<file path="src/rtl/cache_arb_pkg.sv">
// ============================================================================
//  Module      : cache_arb_pkg
//  Description : Shared types and widths for the icache/dcache memory arbiter.
//  Revision    : 1.0 - initial release
// ============================================================================
`default_nettype none

package cache_arb_pkg;

    localparam int LINE_W = 256;
    localparam int ADDR_W = 32;

    typedef enum logic [1:0] {
        IDLE    = 2'd0,
        SERVE_I = 2'd1,
        SERVE_D = 2'd2
    } arb_state_t;

    typedef enum logic {
        REQ_I = 1'b0,
        REQ_D = 1'b1
    } req_id_t;

endpackage

`default_nettype wire

</file>
<file path="src/rtl/cache_arbiter.sv">
// ============================================================================
//  Module      : cache_arbiter
//  Description : Round-robin arbiter sharing one physical-memory line port
//                between the instruction cache and the data cache. Grants one
//                requester at a time, forwards its request downstream and
//                routes the response back to the granted cache only.
//  Revision    : 1.0 - initial release
// ============================================================================
`default_nettype none

module cache_arbiter #(
    parameter int ADDR_W = cache_arb_pkg::ADDR_W,
    parameter int LINE_W = cache_arb_pkg::LINE_W
) (
    input  logic              clk,
    input  logic              rst_n,
    // icache side
    input  logic              i_read,
    input  logic [ADDR_W-1:0] i_addr,
    output logic [LINE_W-1:0] i_rdata,
    output logic              i_resp,
    // dcache side
    input  logic              d_read,
    input  logic              d_write,
    input  logic [ADDR_W-1:0] d_addr,
    input  logic [LINE_W-1:0] d_wdata,
    output logic [LINE_W-1:0] d_rdata,
    output logic              d_resp,
    // physical memory side
    output logic              pmem_read,
    output logic              pmem_write,
    output logic [ADDR_W-1:0] pmem_addr,
    output logic [LINE_W-1:0] pmem_wdata,
    input  logic [LINE_W-1:0] pmem_rdata,
    input  logic              pmem_resp
);

    import cache_arb_pkg::*;

    arb_state_t r_state;
    req_id_t    r_last_grant;

    logic w_i_req;
    logic w_d_req;

    assign w_i_req = i_read;
    assign w_d_req = d_read | d_write;

    // Grant FSM: pick a requester from IDLE (round-robin on ties), hold the
    // grant until the downstream response, then drop back to IDLE.
    always_ff @(posedge clk or negedge rst_n) begin
        if (!rst_n) begin
            r_state      <= IDLE;
            r_last_grant <= REQ_D;   // first tie after reset favours the icache
        end else begin
            case (r_state)
                IDLE: begin
                    if (w_i_req && (!w_d_req || (r_last_grant == REQ_D))) begin
                        r_state      <= SERVE_I;
                        r_last_grant <= REQ_I;
                    end else if (w_d_req) begin
                        r_state      <= SERVE_D;
                        r_last_grant <= REQ_D;
                    end
                end
                SERVE_I: begin
                    if (pmem_resp) r_state <= IDLE;
                end
                SERVE_D: begin
                    if (pmem_resp) r_state <= IDLE;
                end
                default: r_state <= IDLE;
            endcase
        end
    end

    // Output steering: only the granted cache sees the downstream port; the
    // other side gets zero response and zero data.
    always_comb begin
        pmem_read  = 1'b0;
        pmem_write = 1'b0;
        pmem_addr  = '0;
        pmem_wdata = '0;
        i_resp     = 1'b0;
        i_rdata    = '0;
        d_resp     = 1'b0;
        d_rdata    = '0;
        case (r_state)
            SERVE_I: begin
                pmem_read = 1'b1;
                pmem_addr = i_addr;
                i_resp    = pmem_resp;
                i_rdata   = pmem_rdata;
            end
            SERVE_D: begin
                // A simultaneous read+write is illegal; the write wins.
                pmem_read  = d_read & ~d_write;
                pmem_write = d_write;
                pmem_addr  = d_addr;
                pmem_wdata = d_wdata;
                d_resp     = pmem_resp;
                d_rdata    = pmem_rdata;
            end
            default: ;
        endcase
    end

    // The dcache must never raise read and write together.
    a_no_dcache_rw: assert property (@(posedge clk) disable iff (!rst_n)
                                     !(d_read && d_write));

endmodule

`default_nettype wire

</file>
<file path="config.mk">
export PLATFORM = sky130hd
export DESIGN_NAME = cache_arbiter
export DESIGN_NICKNAME = d
export VERILOG_FILES = /design/src/rtl/cache_arb_pkg.sv /design/src/rtl/cache_arbiter.sv
export SDC_FILE = /design/constraint.sdc
export NUM_CORES = 1
export LEC_CHECK = 0
export ABC_CLOCK_PERIOD_IN_PS = 1650
export BUFFER_PORTS_ARGS = -buffer_cell sky130_fd_sc_hd__buf_4
export CAP_MARGIN = 20
export CORE_AREA = 10 10 527 529
export CTS_CLUSTER_DIAMETER = 60
export DETAILED_ROUTE_END_ITERATION = 7
export DIE_AREA = 0 0 537 539
export PLACE_DENSITY = 0.3
export SLEW_MARGIN = 10
export SYNTH_ARGS = -nofsm -noshare
export SYNTH_HDL_FRONTEND = slang
export SYNTH_SLANG_ARGS = --single-unit
</file>
<file path="constraint.sdc">
create_clock -name clk -period 1.65 [get_ports clk]
set_clock_uncertainty 0.05 [all_clocks]
set_input_delay 0.2475 -clock clk [delete_from_list [all_inputs] [get_ports clk]]
set_output_delay 0.2475 -clock clk [all_outputs]
set_load 0.01 [all_outputs]
</file>
==> impl_metrics.toml, run 1 <==
[run_status]
status = "finished with violations"
violations = "setup timing"

[clocking]
htreeDepth = 1
clock_latency_ps = 230
cts-root-buf = "clkbuf_16"
clk_pin_slew_ps = 30
cts_buffer_depth = 2
numCtsBuffers = 3
cts_tree = "yes"
cts_num_sinks = 3

[global_routing]
grt_usage_pct = 13.7
grt_max_degree = 47
gr-total-overflow = 0
grt_pass1_wl_um = 243000
antenna_found_initial = 234
grt_pass1_vias = 14200

[routing]
drt_iter0_markers = 708
vias_per_cell = 2.35
dr.pass1.iters = 5
post_drt_wl_per_cell_um = 36.2
vias = 14000
wl_um = 217000
final_antenna_net_count = 0
drc_errors = 0

[yosys]
synth_top_area_share_pct = 80.5
yosysMostFrequentCell = "and2_1"
synth_commonest_cells = "771 x and2_1, 71 x clkbuf_2, 32 x a22oi_1, 32 x nor2b_1, 8 x clkbuf_1"
synth_mux_area_share_pct = 0
synth_flop_cell = "dfrtp_1"
synth_fa_ha_area_share_pct = 0.627
ys_types = 22
avgSynthCellArea_um2 = 6.27
ys_top_cells_by_area = "and2_1 81%, clkbuf_2 5.9%, a22oi_1 4.0%"
synth-edff-count = 0
synth_area_um2 = 5990
synth_top_area_cell = "and2_1"
synth_simple_gate_area_share_pct = 84.4
synth_compound_area_share_pct = 4.85
yosysSeqAreaShare_pct = 1.27
synth_xor_area_share_pct = 0
syn-num-nets = 1540
netlist_instances = 955
async_flop_share_pct = 100
ys_warn_count = 0
synth-seq-cells = 3
synth_top_family_by_area = "simple AND/OR/NAND/NOR gates"

[worst_setup_path]
path_cells = "inv_2, ha_4, buf_12, buf_8, buf_4, and2_2, buf_4"
path_max_fanout = 14
worstSetupPathType = "register to primary output"
crit_family = "buffers and inverters"
cpMostUsedCell = "buf_4"
reg2reg_slack_ps = -280
cpMaxStageDelayCell = "dfrtp_1"
crit_path_max_incr_delay_ps = 380
r2r_end = "r_state[1]$_DFFE_PN0P_"
cp.required_ps = 1350
cp.arrival_ps = 1830
cp-end-kind = "primary output"
rr_startpoint = "r_state[1]$_DFFE_PN0P_"
cp_num_buf_inv = 5
start_kind = "register"
ff2ff_path_depth = 9

[timing]
rsz0062_at_grt = "yes"
timing.final.crit_share_pct = 129
fmaxAchievable_mhz = 470
fin_crit_ps = 2130
max_slew.worst_pin.slew_ps = 224
setup_ws_ps = -479
maxSlewViolCount = 0
max-slew-margin-rel_pct = 85.1
hold_viol = 0
setup_violations = 806
holdWs_ps = 274

[power]
switchingPower_mw = 16.7
p_int_mw = 15.2
power_frac_seq_pct = 0.5
powerDensity_nw_per_um2 = 1310
finalPower_mw = 31.9
p_leak_nw = 11.1
p_clk_share_pct = 1.2
vdd_ir_drop_max_v = 0.000643
combPwrFrac_pct = 98.3
switching_share_pct = 52.4

[min_path]
holdPathEnd = "r_last_grant$_DFFE_PN1P_"
holdCritStartpoint = "i_read"
hp-class = "primary input to register"
holdPathStages = 4

[final_layout]
finalNetCount = 2969
drive_gt1_share_pct = 71.1
area_delta_synth_final_pct = 306
utilization_pct = 9.10
nFillCells = 31400

[run]
max_cap_violations = 0

[floorplanning]
design.die.area_um2 = 289000
start_util_pct = 2.24
rows = 190
core_um2 = 267000
pin_count = 1386
die_width_um = 537
fp.dieH_um = 539

[placed_design]
place_congestion = 0.953
io_buffers = 1385
dp.final_hpwl_um = 197000
-- flip-flops by register name (all words and copies together) (netlist names) --
| signal | cells |
|---|---|
| r_state | 2 |
| r_last_grant | 1 |
-- routing by layer --
layer  track usage, %  vias to the layer above  share of wire (%)
met5                0                        -               0.54
met4            0.455                      180                1.5
li1                 -                     5814                  -
met3             9.81                      334                 16
met1             16.2                     6450                 40
met2             21.0                     1271                 42
-- worst max path at each step --
stage	cells past startpoint	start	to	slack [ps]
floorplan	7	r_state[0]$_DFFE_PN0P_	pmem_addr[10]	140
global placement	7	r_state[0]$_DFFE_PN0P_	pmem_wdata[23]	-440
detailed placement	7	r_state[0]$_DFFE_PN0P_	pmem_wdata[23]	-450
CTS	8	r_state[1]$_DFFE_PN0P_	pmem_addr[9]	-520
global route	7	r_state[0]$_DFFE_PN0P_	pmem_wdata[94]	-540
finish	7	r_state[0]$_DFFE_PN0P_	pmem_wdata[23]	-480
-- cell usage in the layout (no fill, tap or decap), types with 10 or more instances in the layout --
cell | Yosys | routed
nor2b_1 | 32 | 23
buf_12 | 0 | 32
buf_6 | 5 | 154
buf_16 | 0 | 31
and2_4 | 0 | 132
buf_4 | 2 | 1244
a22oi_1 | 32 | 10
buf_8 | 0 | 39
a22oi_2 | 0 | 22
clkbuf_16 | 0 | 21
diode_2 | 0 | 53
and2_1 | 771 | 638
-- worst min-delay path, delay by kind of cell --
family | cells | cell delay [ps]
AOI/OAI and AO/OA | 1 | 70
buffers and inverters | 1 | 90
and+or+nand+nor | 2 | 130
-- power by group through the flow --
stage / logic [mW] / clock network, mW / registers, mW
finish: 31.3 / 0.390 / 0.150
global route: 33.3 / 0.400 / 0.153
CTS: 28.4 / 0.394 / 0.148
detailed placement: 25.0 / 0 / 0.144
global placement: 25.0 / 0 / 0.146
floorplan: 8.05 / 0 / 0.134
-- timing repair --
| action | 4_1_cts | 5_1_grt |
|---|---|---|
| setup endpoints to repair | 805 | 806 |
| endpoints found under the hold margin | 3 | 0 |
| hold buffers | 1 | 0 |
| pin swaps | 1 | 5 |
| cloned | 17 | 22 |
| resized for setup | 173 | 302 |
| setup buffers | 14 | 16 |
-- stage by stage --
step	cell area [um^2]	setup slack (ps)	TNS, ps	cells
after global routing	24200	-543	-350450	5953
after global placement	21200	-440	-148950	5865
after detailed placement	21200	-454	-166880	5865
after floorplan	5990	136	0	955
after CTS	22500	-518	-309840	5901
final	24300	-479	-294270	5988
-- logic make-up (layout without fill, tap and decap cells) --
kind of cell | count (synthesis) | count (layout)
and+or+nand+nor | 810 | 810
buffers and inverters | 99 | 1527
AOI/OAI and AO/OA | 40 | 40
adders and majority gates | 3 | 3
DFF | 3 | 3
other | 0 | 53
-- cell type report --
type | instances | area, um^2 | area share [%]
timing repair buffer | 1520 | 13600 | 56.2
multi-input combinational | 853 | 5910 | 24.3
tap | 3552 | 4440 | 18.3
antenna | 53 | 133 | 0.546
clock buffer | 4 | 78.8 | 0.324
sequential | 3 | 76.3 | 0.314
inverter | 3 | 11.3 | 0.0463
Note: power is estimated with default switching activity, not from simulation.
==> run 2: changes to the inputs <==
--- a/config.mk
+++ b/config.mk
@@ -8,12 +8,15 @@
 export ABC_CLOCK_PERIOD_IN_PS = 1650
 export BUFFER_PORTS_ARGS = -buffer_cell sky130_fd_sc_hd__buf_4
 export CAP_MARGIN = 20
-export CORE_AREA = 10 10 527 529
+export CELL_PAD_IN_SITES_DETAIL_PLACEMENT = 1
+export CELL_PAD_IN_SITES_GLOBAL_PLACEMENT = 1
+export CORE_AREA = 10 10 538 540
 export CTS_CLUSTER_DIAMETER = 60
 export DETAILED_ROUTE_END_ITERATION = 7
-export DIE_AREA = 0 0 537 539
+export DIE_AREA = 0 0 548 550
 export PLACE_DENSITY = 0.3
 export SLEW_MARGIN = 10
 export SYNTH_ARGS = -nofsm -noshare
 export SYNTH_HDL_FRONTEND = slang
 export SYNTH_SLANG_ARGS = --single-unit
+export TNS_END_PERCENT = 20
==> impl_metrics.toml, run 2 (synthesized netlist as in run 1, its figures left out) <==
[worst_setup_path]
path_max_fanout = 12
ff2ff_path_depth = 7
cp.required_ps = 1350
r2r_end = "r_state[1]$_DFFE_PN0P_"
start_kind = "register"
cp-endpoint = "pmem_wdata[15]"
cp_num_buf_inv = 7
worstSetupPathType = "register to primary output"
rr_startpoint = "r_state[1]$_DFFE_PN0P_"
crit_family = "buffers and inverters"
crit_path_max_incr_delay_ps = 390
crit_start = "r_state[1]$_DFFE_PN0P_"
reg2reg_slack_ps = -190
path_depth = 9
cp-end-kind = "primary output"
path_cells = "buf_6, ha_4, buf_6, buf_12, buf_16, buf_12, buf_16, and2_1, buf_4"
cp.arrival_ps = 1920
cpMaxStageDelayCell = "dfrtp_1"

[floorplanning]
rows = 194
die_width_um = 548
fp.dieH_um = 550
design.die.area_um2 = 301000
core_um2 = 278000
pin_count = 1386
start_util_pct = 2.15

[final_layout]
top_register = "r_state"
largest_register_ffs = 2
final_cell_mix = "1347 x buf_4, 693 x and2_1, 95 x buf_6"
drive_gt1_share_pct = 68.4
finalNetCount = 2964
reg_top3 = "r_state (2), r_last_grant (1)"
nFillCells = 33500
final_common_cell = "buf_4"
area_delta_synth_final_pct = 294

[power]
p_leak_nw = 10.8
powerDensity_nw_per_um2 = 1290
vdd_ir_drop_max_v = 0.000466
finalPower_mw = 30.4

[timing]
setup_ws_ps = -566
fmaxAchievable_mhz = 451
timing.final.crit_share_pct = 134
fin_crit_ps = 2220
setup_violations = 806
rsz0062_at_grt = "yes"
max-slew-margin-rel_pct = 72.6
max_slew.worst_pin.slew_ps = 412
hold_viol = 0
maxSlewViolCount = 0

[clocking]
cts_buffer_depth = 2
numCtsBuffers = 3
htreeDepth = 1
cts-root-buf = "clkbuf_16"
cts_tree = "yes"
cts_num_sinks = 3
clock_latency_ps = 230
clk_pin_slew_ps = 30

[run_status]
violations = "setup timing"
status = "finished with violations"

[routing]
post_drt_wl_per_cell_um = 36.0
vias_per_cell = 2.32
wl_um = 221000
final_antenna_net_count = 0
vias = 14200
drc_errors = 0
dr.pass1.iters = 5
drt_iter0_markers = 759

[placed_design]
io_buffers = 1385
dp.final_hpwl_um = 204000
dp_slack_ps = -632
place_congestion = 0.901

[global_routing]
grt_usage_pct = 13.4
grt_pass1_vias = 14500
gr-total-overflow = 0
antenna_found_initial = 260
grt_max_degree = 69
grt_pass1_wl_um = 249000

[run]
max_cap_violations = 0

[min_path]
hp-class = "primary input to register"
holdCritStartpoint = "i_read"
-- run 2: worst register-to-register path, cell delays in order, from the launching register on --
cell and delay, ps:
dfrtp_1 370, inv_1 90, buf_4 150, ha_4 350, clkbuf_16 220, and2b_1 220, a21oi_1 50, o21ai_0 230
-- run 2: where the power goes --
group	leakage, nW	switching [mW]	total (mW)	internal (mW)
registers	0.0361	0.0314	0.149	0.117
clock network	0.0384	0.0738	0.393	0.319
logic	10.7	16.1	29.8	13.8
total	10.8	16.2	30.4	14.2
-- run 2: cell type report --
| class | instances | area [um^2] | share of cell area, % |
|---|---|---|---|
| multi-input combinational | 853 | 5740 | 24.3 |
| timing repair buffer | 1515 | 12900 | 54.8 |
| antenna | 40 | 100 | 0.424 |
| clock buffer | 4 | 78.8 | 0.334 |
| inverter | 3 | 11.3 | 0.0478 |
| tap | 3724 | 4660 | 19.8 |
| sequential | 3 | 76.3 | 0.324 |
-- run 2: layer usage --
| metal | GRT usage [%] | up-vias | wire, um |
|---|---|---|---|
| met5 | 0 | - | 948 |
| met4 | 0.928 | 148 | 2540 |
| met3 | 9.01 | 300 | 33500 |
| met2 | 21.4 | 1364 | 97300 |
| met1 | 15.6 | 6624 | 86600 |
| li1 | - | 5787 | - |
-- run 2: per-stage QoR --
step	instances	cell area, um^2	utilization, %	hold slack (ps)	TNS (ps)
3_3_place_gp	6030	21300	7.64	-1.19	-211020
3_5_place_dp	6030	21300	7.64	0.463	-181540
6_report	6142	23600	8.47	292	-356010
5_1_grt	6117	23500	8.45	342	-410320
2_1_floorplan	955	5990	-	-98.1	0
4_1_cts	6064	22300	8.02	277	-371670
-- run 2: worst min path at each step --
stage | to | slack [ps] | cells after the start
after global routing | r_last_grant$_DFFE_PN1P_ | 340 | 4
after floorplan | r_state[0]$_DFFE_PN0P_ | -100 | 0
final | r_last_grant$_DFFE_PN1P_ | 290 | 4
after CTS | r_last_grant$_DFFE_PN1P_ | 280 | 4
after detailed placement | r_state[1]$_DFFE_PN0P_ | 0.5 | 1
after global placement | r_state[1]$_DFFE_PN0P_ | -1 | 1
-- run 2: what timing repair did --
action | CTS | global route
resized for setup | 116 | 146
pin swaps | 3 | 14
cloned | 14 | 18
setup buffers | 15 | 21
hold buffers | 1 | 0
setup endpoints to repair | 806 | 806
endpoints found under the hold margin | 3 | 0
==> run 3: changes to the inputs <==
--- a/config.mk
+++ b/config.mk
@@ -15,6 +15,7 @@
 export DETAILED_ROUTE_END_ITERATION = 7
 export DIE_AREA = 0 0 548 550
 export PLACE_DENSITY = 0.3
+export SETUP_SLACK_MARGIN = 0.02
 export SLEW_MARGIN = 10
 export SYNTH_ARGS = -nofsm -noshare
 export SYNTH_HDL_FRONTEND = slang
==> impl_metrics.toml, run 3 (synthesized netlist as in run 1, its figures left out) <==
[worst_setup_path]
cp.required_ps = 1350
reg2reg_slack_ps = -180
ff2ff_path_depth = 7
r2r_end = "r_state[1]$_DFFE_PN0P_"
worstSetupPathType = "register to primary output"
start_kind = "register"
cp.arrival_ps = 1920
cp-end-kind = "primary output"
path_max_fanout = 12
rr_startpoint = "r_state[1]$_DFFE_PN0P_"

[timing]
rsz0062_at_grt = "yes"
finalSetupTns_ps = -359360
setup_violations = 806
maxSlewViolCount = 0
hold_viol = 0
fin_crit_ps = 2220
max-slew-margin-rel_pct = 72.7
fmaxAchievable_mhz = 451
max_slew.worst_pin.slew_ps = 409
setup_ws_ps = -565
timing.final.crit_share_pct = 134

[final_layout]
final_cell_mix = "1337 x buf_4, 681 x and2_1, 104 x buf_6"
reg_top3 = "r_state (2), r_last_grant (1)"
finalNetCount = 2961
nFillCells = 33500
area_delta_synth_final_pct = 294
final_common_cell = "buf_4"
multiInputGateArea_um2 = 5760
largest_register_ffs = 2
seq_area_um2 = 76.3
top_register = "r_state"
drive_gt1_share_pct = 68.8

[routing]
post_drt_wl_per_cell_um = 35.9
wl_um = 220000
dr.pass1.iters = 4
drt_iter0_markers = 742
final_antenna_net_count = 0
vias_per_cell = 2.31
vias = 14200
drc_errors = 0

[placed_design]
io_buffers = 1385
place_congestion = 0.901
dp.final_hpwl_um = 204000
dp_slack_ps = -632

[floorplanning]
start_util_pct = 2.15
core_um2 = 278000
design.die.area_um2 = 301000
die_width_um = 548
pin_count = 1386
fp.dieH_um = 550
rows = 194

[clocking]
htreeDepth = 1
cts_tree = "yes"
clock_latency_ps = 230
cts_num_sinks = 3
clk_pin_slew_ps = 30
numCtsBuffers = 3
cts_buffer_depth = 2
cts-root-buf = "clkbuf_16"

[min_path]
holdCritStartpoint = "i_read"
holdPathStages = 4
holdPathEnd = "r_last_grant$_DFFE_PN1P_"
hp-class = "primary input to register"

[power]
vdd_ir_drop_max_v = 0.000464
powerDensity_nw_per_um2 = 1290
p_leak_nw = 10.8

[run_status]
status = "finished with violations"
violations = "setup timing"

[run]
max_cap_violations = 0

[global_routing]
grt_usage_pct = 13.4
antenna_found_initial = 260
gr-total-overflow = 0
grt_pass1_vias = 14500
grt_pass1_wl_um = 249000
grt_max_degree = 69
-- run 3: cell count changes in the layout (fill, tap and decap cells not counted) --
| cell | before | now |
|---|---|---|
| a22oi_1 | 13 | 15 |
| a22oi_2 | 19 | 17 |
| and2_1 | 693 | 681 |
| and2_4 | 76 | 88 |
| buf_4 | 1347 | 1337 |
| buf_6 | 95 | 104 |
| clkbuf_16 | 20 | 18 |
| diode_2 | 40 | 37 |
-- run 3: per-stage QoR --
stage                     hold WS (ps)  std cells  utilization, %  area, um^2  power (mW)
final                              292       6136            8.47       23600        30.3
after CTS                          277       6064            8.02       22300        28.8
after floorplan                  -98.1        955               -        5990        8.19
after detailed placement         0.463       6030            7.64       21300        25.5
after global routing               342       6111            8.44       23500        32.4
after global placement           -1.19       6030            7.64       21300        25.7
-- run 3: area by class of cell --
cell class                 count  area share (%)
antenna                       37           0.393
clock buffer                   4           0.334
inverter                       3          0.0478
multi-input combinational    853            24.4
sequential                     3           0.324
tap                         3724            19.8
timing repair buffer        1512            54.7
-- run 3: per-layer routing --
layer | track usage, % | up-vias | wire (um)
met5 | 0 | - | 954
met4 | 0.928 | 148 | 2400
met3 | 9.01 | 298 | 33400
met2 | 21.4 | 1341 | 96900
met1 | 15.6 | 6616 | 86400
li1 | - | 5775 | -
-- run 3: critical path: stages, from the launching register on --
cell     delay, ps
dfrtp_1        390
buf_6          130
ha_4           170
buf_6          120
buf_12         130
buf_16         160
buf_12         140
buf_16         140
and2_1         140
buf_4          140
-- run 3: repair_timing --
action,in CTS,in global routing
endpoints found under the hold margin,3,0
pin swaps,3,14
setup endpoints to repair,806,806
gates resized for setup,116,164
cloned,14,16
hold buffers,1,0
buffers inserted,15,19
-- run 3: how the worst max path moves through the flow --
stage	end	cells past startpoint	startpoint	slack [ps]
after floorplan	pmem_addr[10]	7	r_state[0]$_DFFE_PN0P_	140
after global placement	pmem_addr[24]	7	r_state[0]$_DFFE_PN0P_	-670
after detailed placement	pmem_wdata[161]	6	r_state[0]$_DFFE_PN0P_	-630
after CTS	pmem_addr[24]	8	r_state[1]$_DFFE_PN0P_	-590
after global routing	d_rdata[206]	7	r_state[0]$_DFFE_PN0P_	-630
final	pmem_wdata[17]	9	r_state[1]$_DFFE_PN0P_	-570
-- run 3: where the power goes --
part	internal (mW)	leakage [nW]	total (mW)	switching (mW)
Clock	0.319	0.0384	0.393	0.0734
Combinational	13.8	10.7	29.8	16.0
Sequential	0.117	0.0361	0.149	0.0317
Total	14.2	10.8	30.3	16.1
